[src/rtl/cp0_irq_ctrl.sv]
// CP0 status/cause/EPC/PRId registers plus a per-line level/edge interrupt controller.
// irq and dout are combinational from registered state; hwint reaches IP after SYNC_STAGES edges. There is no backpressure.
module cp0_irq_ctrl #(
  parameter int          NUM_IRQ     = 6,
  parameter logic [5:0]  EDGE_MASK   = 6'b000000,
  parameter int          SYNC_STAGES = 2,
  parameter logic [31:0] PRID_VAL    = 32'h0000_0001
) (
  input  logic               clk,
  input  logic               rst,
  input  logic [29:0]        pc,
  input  logic [31:0]        din,
  input  logic [NUM_IRQ-1:0] hwint,
  input  logic [4:0]         sel,
  input  logic               we,
  input  logic               exl_set,
  input  logic               exl_clr,
  input  logic               exc_req,
  input  logic [4:0]         exc_code,
  output logic               irq,
  output logic [29:0]        epc,
  output logic               exl,
  output logic [31:0]        dout
);

  localparam logic [4:0] SEL_SR    = 5'd12;
  localparam logic [4:0] SEL_CAUSE = 5'd13;
  localparam logic [4:0] SEL_EPC   = 5'd14;
  localparam logic [4:0] SEL_PRID  = 5'd15;
  localparam logic [NUM_IRQ-1:0] EMASK = EDGE_MASK[NUM_IRQ-1:0];

  logic [NUM_IRQ-1:0] s;
  logic [NUM_IRQ-1:0] p;
  logic [NUM_IRQ-1:0] pend;
  logic [NUM_IRQ-1:0] rise;
  logic [NUM_IRQ-1:0] pend_clr;
  logic [NUM_IRQ-1:0] ip;
  logic [NUM_IRQ-1:0] im;
  logic               ie;
  logic [4:0]         exc_cd;
  logic               sr_we;
  logic               cause_we;
  logic               epc_we;

  generate
    if (SYNC_STAGES == 2) begin : g_sync
      logic [NUM_IRQ-1:0] sync1;
      logic [NUM_IRQ-1:0] sync2;
      always_ff @(posedge clk or negedge rst) begin
        if (!rst) begin
          sync1 <= '0;
          sync2 <= '0;
        end else begin
          sync1 <= hwint;
          sync2 <= sync1;
        end
      end
      assign s = sync2;
    end else begin : g_bypass
      assign s = hwint;
    end
  endgenerate

  assign sr_we    = we && (sel == SEL_SR);
  assign cause_we = we && (sel == SEL_CAUSE);
  assign epc_we   = we && (sel == SEL_EPC);

  // Software can only clear pending edges; a simultaneous new edge still sets.
  assign rise     = s & ~p & EMASK;
  assign pend_clr = cause_we ? ~din[10 +: NUM_IRQ] : '0;
  assign ip       = (EMASK & pend) | (~EMASK & s);

  always_ff @(posedge clk or negedge rst) begin
    if (!rst) begin
      p    <= '0;
      pend <= '0;
    end else begin
      p    <= s;
      pend <= (pend & ~pend_clr) | rise;
    end
  end

  always_ff @(posedge clk or negedge rst) begin
    if (!rst) begin
      im     <= '0;
      ie     <= 1'b0;
      exl    <= 1'b0;
      exc_cd <= 5'd0;
      epc    <= 30'd0;
    end else begin
      if (sr_we) begin
        im <= din[10 +: NUM_IRQ];
        ie <= din[0];
      end
      if (exl_set)      exl <= 1'b1;
      else if (exl_clr) exl <= 1'b0;
      else if (sr_we)   exl <= din[1];
      if (exl_set) exc_cd <= exc_req ? exc_code : 5'd0;
      // A nested entry keeps the EPC of the outermost exception.
      if (exl_set && !exl) epc <= pc;
      else if (epc_we)     epc <= din[31:2];
    end
  end

  assign irq = ie & ~exl & (|(ip & im));

  always_comb begin
    dout = 32'h0;
    case (sel)
      SEL_SR: begin
        dout[10 +: NUM_IRQ] = im;
        dout[1]             = exl;
        dout[0]             = ie;
      end
      SEL_CAUSE: begin
        dout[10 +: NUM_IRQ] = ip;
        dout[6:2]           = exc_cd;
      end
      SEL_EPC:  dout = {epc, 2'b00};
      SEL_PRID: dout = PRID_VAL;
      default:  dout = 32'h0;
    endcase
  end

endmodule

[config.mk]
export PLATFORM = sky130hd
export DESIGN_NAME = cp0_irq_ctrl
export DESIGN_NICKNAME = d
export VERILOG_FILES = /design/src/rtl/cp0_irq_ctrl.sv
export SDC_FILE = /design/constraint.sdc
export NUM_CORES = 1
export LEC_CHECK = 0
export ABC_CLOCK_PERIOD_IN_PS = 3900
export BUFFER_PORTS_ARGS = -buffer_cell sky130_fd_sc_hd__buf_2
export CAP_MARGIN = 5
export CORE_ASPECT_RATIO = 1.75
export CORE_UTILIZATION = 48
export DETAILED_ROUTE_END_ITERATION = 8
export PLACE_DENSITY = 0.91
export SKIP_CTS_REPAIR_TIMING = 1
export SLEW_MARGIN = 15
export SYNTH_ARGS = -nofsm -noshare
export SYNTH_HDL_FRONTEND = slang
export SYNTH_SLANG_ARGS = --single-unit
export TNS_END_PERCENT = 5
[constraint.sdc]
create_clock -name clk -period 3.9 [get_ports clk]
set_clock_uncertainty 0.15 [all_clocks]
set_input_delay 0.78 -clock clk [delete_from_list [all_inputs] [get_ports clk]]
set_output_delay 0.78 -clock clk [all_outputs]
set_load 0.03 [all_outputs]
# After elaboration in Yosys (flattened, before gate mapping)
# Cells that the tools add are included.
[totals]
input_bits = 84
reg_bits = 55
[classes]
reduce_logical = 7
mux = 11
bitwise_logic = 4
n_eq_ne = 4
[ops]
columns = ["op", "n"]
rows = [
  ["$mux W30", 2],
  ["$eq A5 B4 Y1 const B", 4],
  ["$pmux W6 S3", 1],
  ["$mux W16", 1],
  ["$pmux W5 S2", 1],
  ["$and A6 B6 Y6", 1],
  ["$reduce_or A6 Y1", 1],
  ["$mux W5", 1],
  ["$pmux W2 S2", 1],
  ["$logic_and A1 B1 Y1", 3],
  ["$mux W1", 3],
  ["$mux W3", 1],
  ["$reduce_bool A3 Y1", 1],
  ["$and A1 B1 Y1", 2],
  ["$reduce_bool A2 Y1", 1],
  ["$logic_not A1 Y1", 1],
  ["$not A1 Y1", 1],
]

# Depth between registers and ports, before layout
# Gate-level depths: netlist of the first run.
[depth]
word_depth = 5
ltp_mapped = 5
mapped_depth_nobuf = 3

# Worst setup path after synthesis of the first run
# OpenSTA, ideal clock, no wires.
[synth_path]
path_type = "input to output"
from = "in sel[4]"
to = "out dout[1]"
stages = 3
path_buffers = 1
setup_slack_ns = 0.825
t_arrival_ns = 2.145
cell_sequence = "nand3b_2 > buf_2 > nor4_1"
[synth_via]
elab_chain_len = 2
elab_cells_between_ends = 3
[synth_lines]
columns = ["element", "line_no", "text"]
rows = [
  ["from (decl)", "14", "input logic [4:0] sel,"],
  ["$eq A5 B4 Y1", "109", "case (sel)"],
  ["$pmux W2 S2 *", "109", ""],
  ["to (decl)", "23", "output logic [31:0] dout"],
]
# Every way passes the cells marked *; elsewhere a longest branch is shown, timed or not.

# Final worst setup path of the first run
[layout_path]
from = "in sel[4]"
to = "out dout[28]"
[layout_via]
elab_chain_len = 2
[layout_lines]
columns = ["element", "line_no"]
rows = [
  ["$eq A5 B4 Y1", "109"],
  ["$mux W16", "109"],
]
# No other way between the ends.

==> summary.md, run 1 <==
| Metric | Value |
|---|---|
| Nets@finish | 517 |
| Worst Hold End | g_sync.sync2[4] |
| Critical path endpoint category | primary output |
| CP Cell Sequence | buf_2 > nand3b_2 > nor3b_4 > and2_1 > buf_2 |
| Die Area | 6062 um2 |
| Rows | 36 |
| Antenna cells | 0 |
| Synthesized cell area | 2756 um2 |
| Crit share post-route | 79.23% |
| Drt pass-1 iters | 4 |
| Slew Limit Fails | 0 |
| Post-DP Area | 3493 um2 |
| Multi-input logic area | 1222 um2 |
| Share of layout cells above drive strength 1 | 40.78% |
| Largest net degree at the start of global routing | 61 |
| Initial antenna violation count | 0 |
| Hold Violations, Final | 0 |
| Final non-filler cell total | 510 |
| Detailed Route WL | 7733 um |
| Setup_tns | 0 ns |
| Clk slew on worst S/H paths | 0.10 ns |
| CTS root buffer | clkbuf_8 |
| Via density | 5.465 |
| Min-delay src | g_sync.sync1[4] |
| Finished Cell Area | 3587 um2 |
| Pwr dens | 405.3 nW/um2 |
| Distinct cell type count after synthesis | 29 |
| Sequential-to-total area share from yosys stat | 49.93% |
| Initial Utilization | 49.75% |
| Maximum vdd drop | 303.3 uV |
| Seq cells post-synth | 55 |
| Synth Area per Inst | 9.157 um2 |
| Gate Count Post-Synth | 301 |
| Die X | 59.29 um |
| ANT nets after route | 0 |
| Max-cap violations | 0 |
| CP Max Fanout | 19 |
| Register Area | 1376 um2 |
| Worst setup SP type | input pin |
| Worst-Margin Slew | 1.089 ns |
| Slowest CP cell | nor3b_4 |
| Longest Clk Path Bufs | 2 |
| Worst path most repeated cell | buf_2 |
| Drc violations | 0 |
| Most frequent cells in the layout | 147 x buf_2, 55 x dfrtp_1, 37 x nand3_1, 36 x nor2_1, 35 x o21ai_0 |
| RSZ-0062 raised after global routing | no |
| Via count | 2,787 |
| Initial DRC count | 127 |
| Final setup fails | 0 |
| Clk Latency, worst-skew pair | 0.31 ns |
| H-Tree Depth | 2 |
| Post-DP HPWL | 5634 um |
| CTS tree | done |
| First-pass GRT wire length | 12,120 um |
| Final GP Congestion | 0.8887 |
| Top Ports | 148 |
| GR Util All Layers | 26.61% |
| Max Clock Freq | 323.6 MHz |
| Fin util | 64.75% |
| R2R Setup Slk | 2.10 ns |
| Number of global-route vias before repair | 2,649 |
| Fillers | 487 |
| Inst Count DP | 502 |
| CP Data Arrival Time | 2.16 ns |
| IO buf count | 147 |
| R2R depth | 3 |
| CP max stage delay | 0.62 ns |
| GRT overflow | 0 |
| Die H | 102.2 um |
| Most common cell after layout, fill and taps aside | buf_2 |
| HP Class | register to register |
| Reg-to-Reg Start | exl |
| Syn Nets | 385 |
| Reg-to-Reg End | epc[28] |
| Max-slew headroom | 27.42% |
| Hold depth | 0 |
| Core ar. | 5540 um2 |
| Synth warn | 0 |
| Wire per inst | 15.16 um |
| Area growth syn-to-layout | 30.14% |
| Crit path kind | input pin to primary output |
| CTS Buf Count | 5 |
| Status | completed |
| LEAKAGE | 0.001739 uW |
| Min cycle time layout | 3.090 ns |
| CP Data Required Time | 2.97 ns |
| CTS sink cnt | 55 |
Yosys cell counts (all sizes together):
library cell / count / area (um2)
dfrtp: 55 / 1376
nand3: 37 / 185.2
nor2: 36 / 135.1
o21ai: 35 / 175.2
a31oi: 30 / 187.7
and2: 19 / 118.9
clkbuf: 16 / 61.30
buf: 11 / 72.56
a22oi: 8 / 60.06
nand2: 8 / 30.03
a21oi: 7 / 35.03
inv: 7 / 26.28
mux2: 7 / 78.83
mux2i: 6 / 60.06
or2: 6 / 37.54
and3: 2 / 17.52
and3b: 2 / 17.52
nand3b: 2 / 18.77
nor2b: 2 / 12.51
a311o: 1 / 10.01
a311oi: 1 / 8.760
nand2b: 1 / 6.260
nor3b: 1 / 18.77
nor4: 1 / 6.260
metrics by stage:
step	total power, uW	hold slack, ns	setup WS, ns
floorplan	979.6	0.1812	0.8249
global placement	1127	0.1846	0.8709
detailed placement	1143	0.1858	0.8021
CTS	1464	0.2083	0.7960
global route	1530	0.2156	0.7379
finish	1454	0.2048	0.8100
critical path: cells and delay by family:
kind	cells	cell delay, ns
buffers and inverters	2	0.30
and+or+nand+nor	3	1.08
registers in the layout, indices dropped and copies added (netlist names):
name and flops:
epc 30, exc_cd 5, exl 1, g_sync.sync1 6, g_sync.sync2 6, ie 1
im 6
layer usage:
| layer | share of wire (%) | wire (um) | GRT usage [%] | vias up |
|---|---|---|---|---|
| met5 | 0 | 0 | 0 | - |
| met4 | 2.2 | 167 | 11.17 | 0 |
| met3 | 5.7 | 441 | 5.063 | 15 |
| met2 | 56 | 4341 | 48.66 | 131 |
| met1 | 36 | 2783 | 29.05 | 1316 |
| li1 | - | - | - | 1325 |
cells by family (layout without fill, tap and decap cells):
kind of cell | count (synthesis) | after routing | share of synthesized area (%)
multiplexers | 13 | 13 | 5.039
AND/OR/NAND/NOR | 117 | 117 | 21.93
flip-flops | 55 | 55 | 49.93
AO/OA/AOI/OAI | 82 | 82 | 17.29
buffers and inverters | 34 | 167 | 5.810
where the power goes:
part / leakage, uW / total, uW / switching, uW / internal [uW]
Clock: 0.0000443 / 323 / 194 / 129
Sequential: 0.000637 / 711 / 58.5 / 653
Combinational: 0.00106 / 420 / 271 / 149
Total: 0.00174 / 1450 / 523 / 930
worst max-delay path by stage:
stage                      start       end
after CTS                 sel[4]  dout[28]
after global placement    sel[4]  dout[16]
after global routing      sel[4]  dout[28]
final                     sel[4]  dout[28]
after floorplan           sel[4]   dout[1]
after detailed placement  sel[4]  dout[28]
layout make-up:
class,count,share of cell area [%]
well taps,76,2.651
repair buffers,152,21.56
inverters,7,0.7325
clock buffers,5,1.918
multi-input cells,212,34.08
flip-flops and latches,55,38.37
clock inverters,3,0.6976
Note: power is estimated with default switching activity, not from simulation.
==> run 2: changes to the inputs <==
--- a/config.mk
+++ b/config.mk
@@ -5,13 +5,13 @@
 export SDC_FILE = /design/constraint.sdc
 export NUM_CORES = 1
 export LEC_CHECK = 0
-export ABC_CLOCK_PERIOD_IN_PS = 3900
+export ABC_CLOCK_PERIOD_IN_PS = 2900
 export BUFFER_PORTS_ARGS = -buffer_cell sky130_fd_sc_hd__buf_2
 export CAP_MARGIN = 5
 export CORE_ASPECT_RATIO = 1.75
-export CORE_UTILIZATION = 48
+export CORE_UTILIZATION = 45
 export DETAILED_ROUTE_END_ITERATION = 8
-export PLACE_DENSITY = 0.91
+export PLACE_DENSITY = 0.86
 export SKIP_CTS_REPAIR_TIMING = 1
 export SLEW_MARGIN = 15
 export SYNTH_ARGS = -nofsm -noshare
==> constraint.sdc (replaced) <==
create_clock -name clk -period 2.9 [get_ports clk]
set_clock_uncertainty 0.15 [all_clocks]
set_input_delay 0.58 -clock clk [delete_from_list [all_inputs] [get_ports clk]]
set_output_delay 0.58 -clock clk [all_outputs]
set_load 0.03 [all_outputs]
==> run 2 against run 1 <==
Net effect: non-clock buffer count up 6; register-to-register slack worse by 0.87 ns; first-iteration DRC count rose by 4.7%.
==> summary.md, run 2 (synthesized netlist as in run 1, its figures left out) <==
| Metric | Value |
|---|---|
| Maximum vdd drop | 397.9 uV (+31%) |
| Worst setup SP type | input pin |
| Most common cell after layout, fill and taps aside | buf_2 |
| GRT overflow | 0 (unchanged) |
| Initial Utilization | 46.88% (-2.9 points) |
| Setup_tns | 0 ns (unchanged) |
| Core ar. | 5879 um2 (+6.1%) |
| Share of layout cells above drive strength 1 | 41.59% (+0.81 points) |
| Nets@finish | 523 (+1.2%) |
| Net Sw Power | 685.7 uW (+31%) |
| Initial DRC count | 133 (+4.7%) |
| Die Area | 6455 um2 (+6.5%) |
| CTS root buffer | clkbuf_8 |
| Die H | 105.5 um (+3.2%) |
| Via density | 5.347 (-2.1%) |
| Max-slew headroom | 47.93% (+21 points) |
| Die X | 61.16 um (+3.2%) |
| CP Data Required Time | 2.17 ns (-0.80 ns) |
| R2R depth | 4 (+1) |
| Clk slew on worst S/H paths | 0.09 ns (about the same) |
| Clk Latency, worst-skew pair | 0.30 ns (about the same) |
| Longest Clk Path Bufs | 2 (unchanged) |
| GR Util All Layers | 24.77% (-1.8 points) |
| CP Max Fanout | 14 (-5) |
| CP Data Arrival Time | 1.74 ns (-0.42 ns) |
| Sequential share of power | 45.3% (-3.6 points) |
| Dpl ws | 0.4333 ns (-0.3688 ns) |
| Crit path kind | input pin to primary output |
| Most frequent cells in the layout | 147 x buf_2, 55 x dfrtp_1, 37 x nand3_1, 36 x nor2_1, 35 x o21ai_0 |
| CTS Buf Count | 5 (unchanged) |
| Fin util | 62.76% (-2.0 points) |
| Top Ports | 148 (unchanged) |
| Clock power frac | 27.8% (+5.6 points) |
| Hold Violations, Final | 0 (unchanged) |
| Final setup fails | 0 (unchanged) |
| RSZ-0062 raised after global routing | no |
| Max-cap violations | 0 (unchanged) |
| Antenna cells | 0 (unchanged) |
| Pwr dens | 572.5 nW/um2 (+41%) |
| Crit share post-route | 85.05% |
| Biggest register | epc |
| Multi-input logic area | 1222 um2 (unchanged) |
| HP Class | input pin to async pin |
| Fillers | 535 (+9.9%) |
| Combinational share of power | 26.9% (-2.0 points) |
| Area growth syn-to-layout | 33.86% |
| Slew Limit Fails | 0 (unchanged) |
| Worst-Margin Slew | 0.7811 ns (-0.3076 ns) |
| Final GP Congestion | 0.8521 (-4.1%) |
| Wire per inst | 14.85 um (-2.1%) |
| Register Area | 1376 um2 (unchanged) |
| Internal power | 1427 uW (+53%) |
| ANT nets after route | 0 (unchanged) |
| CTS tree | done |
| First-pass GRT wire length | 12,010 um (-0.92%) |
| Min cycle time layout | 2.466 ns |
| Status | completed |
| Critical path endpoint category | primary output |
| Detailed Route WL | 7691 um (-0.54%) |
| Switching Share | 32.46% (-3.5 points) |
| LEAKAGE | 0.001792 uW (+3.0%) |
| Rows | 37 (+2.8%) |
| H-Tree Depth | 2 (unchanged) |
| Max reg flops | 30 (unchanged) |
| Final WS setup | 0.4336 ns (-0.3764 ns) |
| Number of global-route vias before repair | 2,655 (+0.23%) |
| IO buf count | 147 (unchanged) |
| Post-DP HPWL | 5691 um (+1.0%) |
| Final Power | 2112 uW (+45%) |
| Drc violations | 0 (unchanged) |
| Drt pass-1 iters | 4 (unchanged) |
| Max Clock Freq | 405.4 MHz |
| CTS sink cnt | 55 (unchanged) |
| Initial antenna violation count | 0 (unchanged) |
| Via count | 2,770 (-0.61%) |
| Largest net degree at the start of global routing | 44 (-28%) |
-- run 2: cell types whose count changed in the layout (fill, tap and decap cells not counted), sizes merged --
cell	change
buf	+6
bufinv	+2
clkinv	-2
-- run 2: routing by layer --
metal	global-route usage, %	up-vias	share of wire [%]
met2	43.32	124	54
met5	0	-	0
met1	28.23	1300	38
met4	11.20	0	2.3
li1	-	1334	-
met3	3.681	12	5.8
-- run 2: cell type report --
type | count | area share (%)
timing repair buffer | 158 | 22.52
sequential | 55 | 37.30
clock buffer | 5 | 1.865
tap | 78 | 2.645
multi-input combinational | 212 | 33.13
clock inverter | 3 | 1.831
inverter | 7 | 0.7121
-- run 2: critical path, cell delays in order --
cell and delay [ns]:
buf_2 0.30, nor2b_1 0.39, a22oi_1 0.15, nor2_1 0.10, buf_2 0.21
-- run 2: worst paths after layout --
check / from / endpoint / slack, ns
setup / recovery: sel[0] / dout[4] / 0.43
hold / removal: rst / g_sync.sync1[5] / 0.20
setup reg to reg: exl / epc[3] / 1.23
hold reg to reg: g_sync.sync1[5] / g_sync.sync2[5] / 0.21
max in group asynchronous: rst / exc_cd[3] / 1.69
min in group clk: g_sync.sync1[5] / g_sync.sync2[5] / 0.21
-- run 2: stage by stage --
stage / hold slack [ns] / cells / instance area, um2
floorplan: 0.1344 / 301 / 2756
global placement: 0.1817 / 510 / 3553
detailed placement: 0.1847 / 510 / 3553
CTS: 0.2072 / 518 / 3690
global route: 0.2068 / 518 / 3690
finish: 0.1966 / 518 / 3690
-- run 2: power by group through the flow --
stage               Sequential, uW  Clock (uW)  Combinational, uW
CTS                            956         597                572
global placement               963           0                558
finish                         956         588                568
detailed placement             972           0                569
floorplan                     1110           0                205
global route                   972         631                619
==> run 3: changes to the inputs <==
--- a/config.mk
+++ b/config.mk
@@ -5,13 +5,14 @@
 export SDC_FILE = /design/constraint.sdc
 export NUM_CORES = 1
 export LEC_CHECK = 0
+export ABC_AREA = 1
 export ABC_CLOCK_PERIOD_IN_PS = 2900
 export BUFFER_PORTS_ARGS = -buffer_cell sky130_fd_sc_hd__buf_2
 export CAP_MARGIN = 5
 export CORE_ASPECT_RATIO = 1.75
-export CORE_UTILIZATION = 45
+export CORE_UTILIZATION = 46
 export DETAILED_ROUTE_END_ITERATION = 8
-export PLACE_DENSITY = 0.86
+export PLACE_DENSITY = 0.81
 export SKIP_CTS_REPAIR_TIMING = 1
 export SLEW_MARGIN = 15
 export SYNTH_ARGS = -nofsm -noshare
==> run 3 against run 2 <==
Net effect: non-clock buffer count fell by 2; final cell count rose by 20%; synthesized cell count rose by 34%; synthesized area rose by 6.0%; via count rose by 13%; worst setup slack got worse by 0.072 ns; critical path type unchanged; largest power group unchanged.
==> summary.md, run 3 <==
| Metric | Value |
|---|---|
| Die H | 107.5 um (+1.8%) |
| Rows | 38 (+2.7%) |
| Biggest register | epc |
| Initial DRC count | 216 (+62%) |
| Seq cells post-synth | 55 (unchanged) |
| ANT nets after route | 0 (unchanged) |
| Slew Limit Fails | 0 (unchanged) |
| Largest net degree at the start of global routing | 56 (+27%) |
| IO buf count | 147 (unchanged) |
| CTS root buffer | clkbuf_8 |
| Hold Violations, Final | 0 (unchanged) |
| Crit path kind | input pin to primary output |
| Clk slew on worst S/H paths | 0.09 ns (about the same) |
| Max reg flops | 30 (unchanged) |
| Maximum vdd drop | 344.7 uV (-13%) |
| Net Sw Power | 717.3 uW (+4.6%) |
| Drc violations | 0 (unchanged) |
| Synth Area per Inst | 7.235 um2 (-21%) |
| Combinational share of power | 29.2% (+2.3 points) |
| Detailed Route WL | 8113 um (+5.5%) |
| GRT overflow | 0 (unchanged) |
| Via count | 3,121 (+13%) |
| Top Ports | 148 (unchanged) |
| First-pass GRT wire length | 13,060 um (+8.7%) |
| Synthesized cell area | 2923 um2 (+6.0%) |
| Dpl ws | 0.3626 ns (-0.07063 ns) |
| Via density | 5.018 (-6.2%) |
| CP Max Fanout | 19 (+5) |
| Worst setup SP type | input pin |
| Min cycle time layout | 2.538 ns (+0.07195 ns) |
| Distinct cell type count after synthesis | 20 (-31%) |
| Hold WS | 0.2022 ns (+0.005584 ns) |
| Fillers | 594 (+11%) |
| Drt pass-1 iters | 4 (unchanged) |
| Setup_tns | 0 ns (unchanged) |
| CP top delay family | simple AND/OR/NAND/NOR gates |
| CP Data Arrival Time | 1.81 ns (+0.07 ns) |
| Number of global-route vias before repair | 2,811 (+5.9%) |
| Count leader, synth | nand2_1 |
| Most frequent cells in the layout | 147 x buf_2, 137 x nand2_1, 96 x nand3_1, 55 x dfrtp_1, 34 x inv_1 |
| Crit share post-route | 87.53% (+2.5 points) |
| Buf+Inv Stages, Crit Path | 2 (unchanged) |
| Critical path endpoint category | primary output |
| Core ar. | 6181 um2 (+5.1%) |
| Final Power | 1945 uW (-7.9%) |
| Die X | 62.26 um (+1.8%) |
| Antenna cells | 0 (unchanged) |
| Final GP Congestion | 0.9330 (+9.5%) |
| Post-DP HPWL | 6035 um (+6.0%) |
| CTS sink cnt | 55 (unchanged) |
| Share of the synthesized area in the top cell type | 47.09% (-2.8 points) |
| Worst path most repeated cell | buf_2 |
| Yosys top cell by area | dfrtp_1 |
| Asr flop ratio synth | 100.0% (unchanged) |
| Final setup fails | 0 (unchanged) |
| Max-slew headroom | 54.54% (+6.6 points) |
| LEAKAGE | 0.002236 uW (+25%) |
| Clk Latency, worst-skew pair | 0.30 ns (about the same) |
| Slowest CP cell | nand2_2 |
| CP Cell Sequence | buf_2 > nand2_1 > nor2_4 > nand2_2 > nor2_1 > buf_2 |
| Switching Share | 36.88% (+4.4 points) |
| Sequential share of power | 49.6% (+4.3 points) |
| Share of layout cells above drive strength 1 | 32.10% (-9.5 points) |
| Internal power | 1228 uW (-14%) |
| Longest Clk Path Bufs | 2 (unchanged) |
| Max Clock Freq | 394.0 MHz (-2.8%) |
| Most common cell after layout, fill and taps aside | buf_2 |
| Max-cap violations | 0 (unchanged) |
| CTS Buf Count | 5 (unchanged) |
| Final WS setup | 0.3616 ns (-0.07195 ns) |
| Die Area | 6689 um2 (+3.6%) |
| CP max stage delay | 0.34 ns (-0.05 ns) |
| Gate Count Post-Synth | 404 (+34%) |
| Commonest cells in the netlist | 137 x nand2_1, 96 x nand3_1, 55 x dfrtp_1 |
| Status | completed |
| Worst-Margin Slew | 0.6818 ns (-0.09926 ns) |
| Nets@finish | 625 (+20%) |
| H-Tree Depth | 2 (unchanged) |
| RSZ-0062 raised after global routing | no |
| CP Data Required Time | 2.17 ns (about the same) |
| Syn Nets | 488 (+27%) |
| Wire per inst | 13.04 um (-12%) |
| Clock power frac | 21.2% (-6.6 points) |
| Initial Utilization | 47.29% (+0.41 points) |
| HP Class | register to register |
| CTS tree | done |
| Synth area leaders | dfrtp_1 47%, nand2_1 18%, nand3_1 16% |
| Pwr dens | 516.5 nW/um2 (-9.8%) |
| Area growth syn-to-layout | 28.85% |
| Number of synthesized flops with an enable pin | 0 (unchanged) |
| Sequential-to-total area share from yosys stat | 47.09% (-2.8 points) |
| GR Util All Layers | 24.90% (+0.13 points) |
| Synth warn | 0 (unchanged) |
| Synth Flop Type | dfrtp_1 |
| Initial antenna violation count | 0 (unchanged) |
[run 3: metrics by stage]
step                cells  area, um2  util, %
floorplan             404       2923        -
CTS                   622       3766    60.93
global placement      614       3681    59.55
finish                622       3766    60.93
global route          622       3766    60.93
detailed placement    614       3681    59.55
[run 3: cells by family after synthesis]
| group | Yosys count | share of synthesized area (%) |
|---|---|---|
| flip-flops | 55 | 47.09 |
| AO/OA/AOI/OAI | 18 | 3.082 |
| buffers and inverters | 62 | 9.589 |
| AND/OR/NAND/NOR | 269 | 40.24 |
[run 3: worst paths after layout]
check                                     start         endpoint  slack, ns  cells past startpoint
worst min-delay path            g_sync.sync1[4]  g_sync.sync2[4]       0.20                      0
worst max-delay path                     sel[3]         dout[28]       0.36                      6
worst min register to register  g_sync.sync1[4]  g_sync.sync2[4]       0.20                      0
min in group asynchronous                   rst          epc[16]       0.23                      2
worst max register to register              exl          epc[22]       0.98                      5
max in group asynchronous                   rst  g_sync.sync1[1]       1.90                      2
[run 3: cell type report]
class | instances | area [um2] | share of cell area, %
clock buffer | 6 | 72.57 | 1.927
clock inverter | 2 | 12.51 | 0.3322
inverter | 36 | 135.1 | 3.588
multi-input combinational | 287 | 1266 | 33.62
sequential | 55 | 1376 | 36.54
tap | 80 | 100.1 | 2.658
timing repair buffer | 156 | 803.3 | 21.33
[run 3: worst register-to-register path, cell delays in order (launching register included)]
cell     delay (ns)
dfrtp_1        0.43
inv_2          0.09
nand2_2        0.42
nand2_2        0.47
nand2_1        0.18
nand2_1        0.07
[run 3: power groups by stage]
stage | Sequential [uW] | Combinational [uW] | Clock (uW)
after floorplan | 1100 | 226 | 0
after global placement | 977 | 558 | 0
after detailed placement | 980 | 571 | 0
after CTS | 965 | 573 | 422
after global routing | 980 | 626 | 459
final | 964 | 569 | 412
[run 3: metal layers]
| layer | global-route usage, % | vias up | wire (um) |
|---|---|---|---|
| met5 | 0 | - | 0 |
| met4 | 8.472 | 0 | 146 |
| met3 | 3.072 | 11 | 429 |
| met2 | 44.58 | 125 | 4172 |
| met1 | 30.68 | 1427 | 3365 |
| li1 | - | 1558 | - |
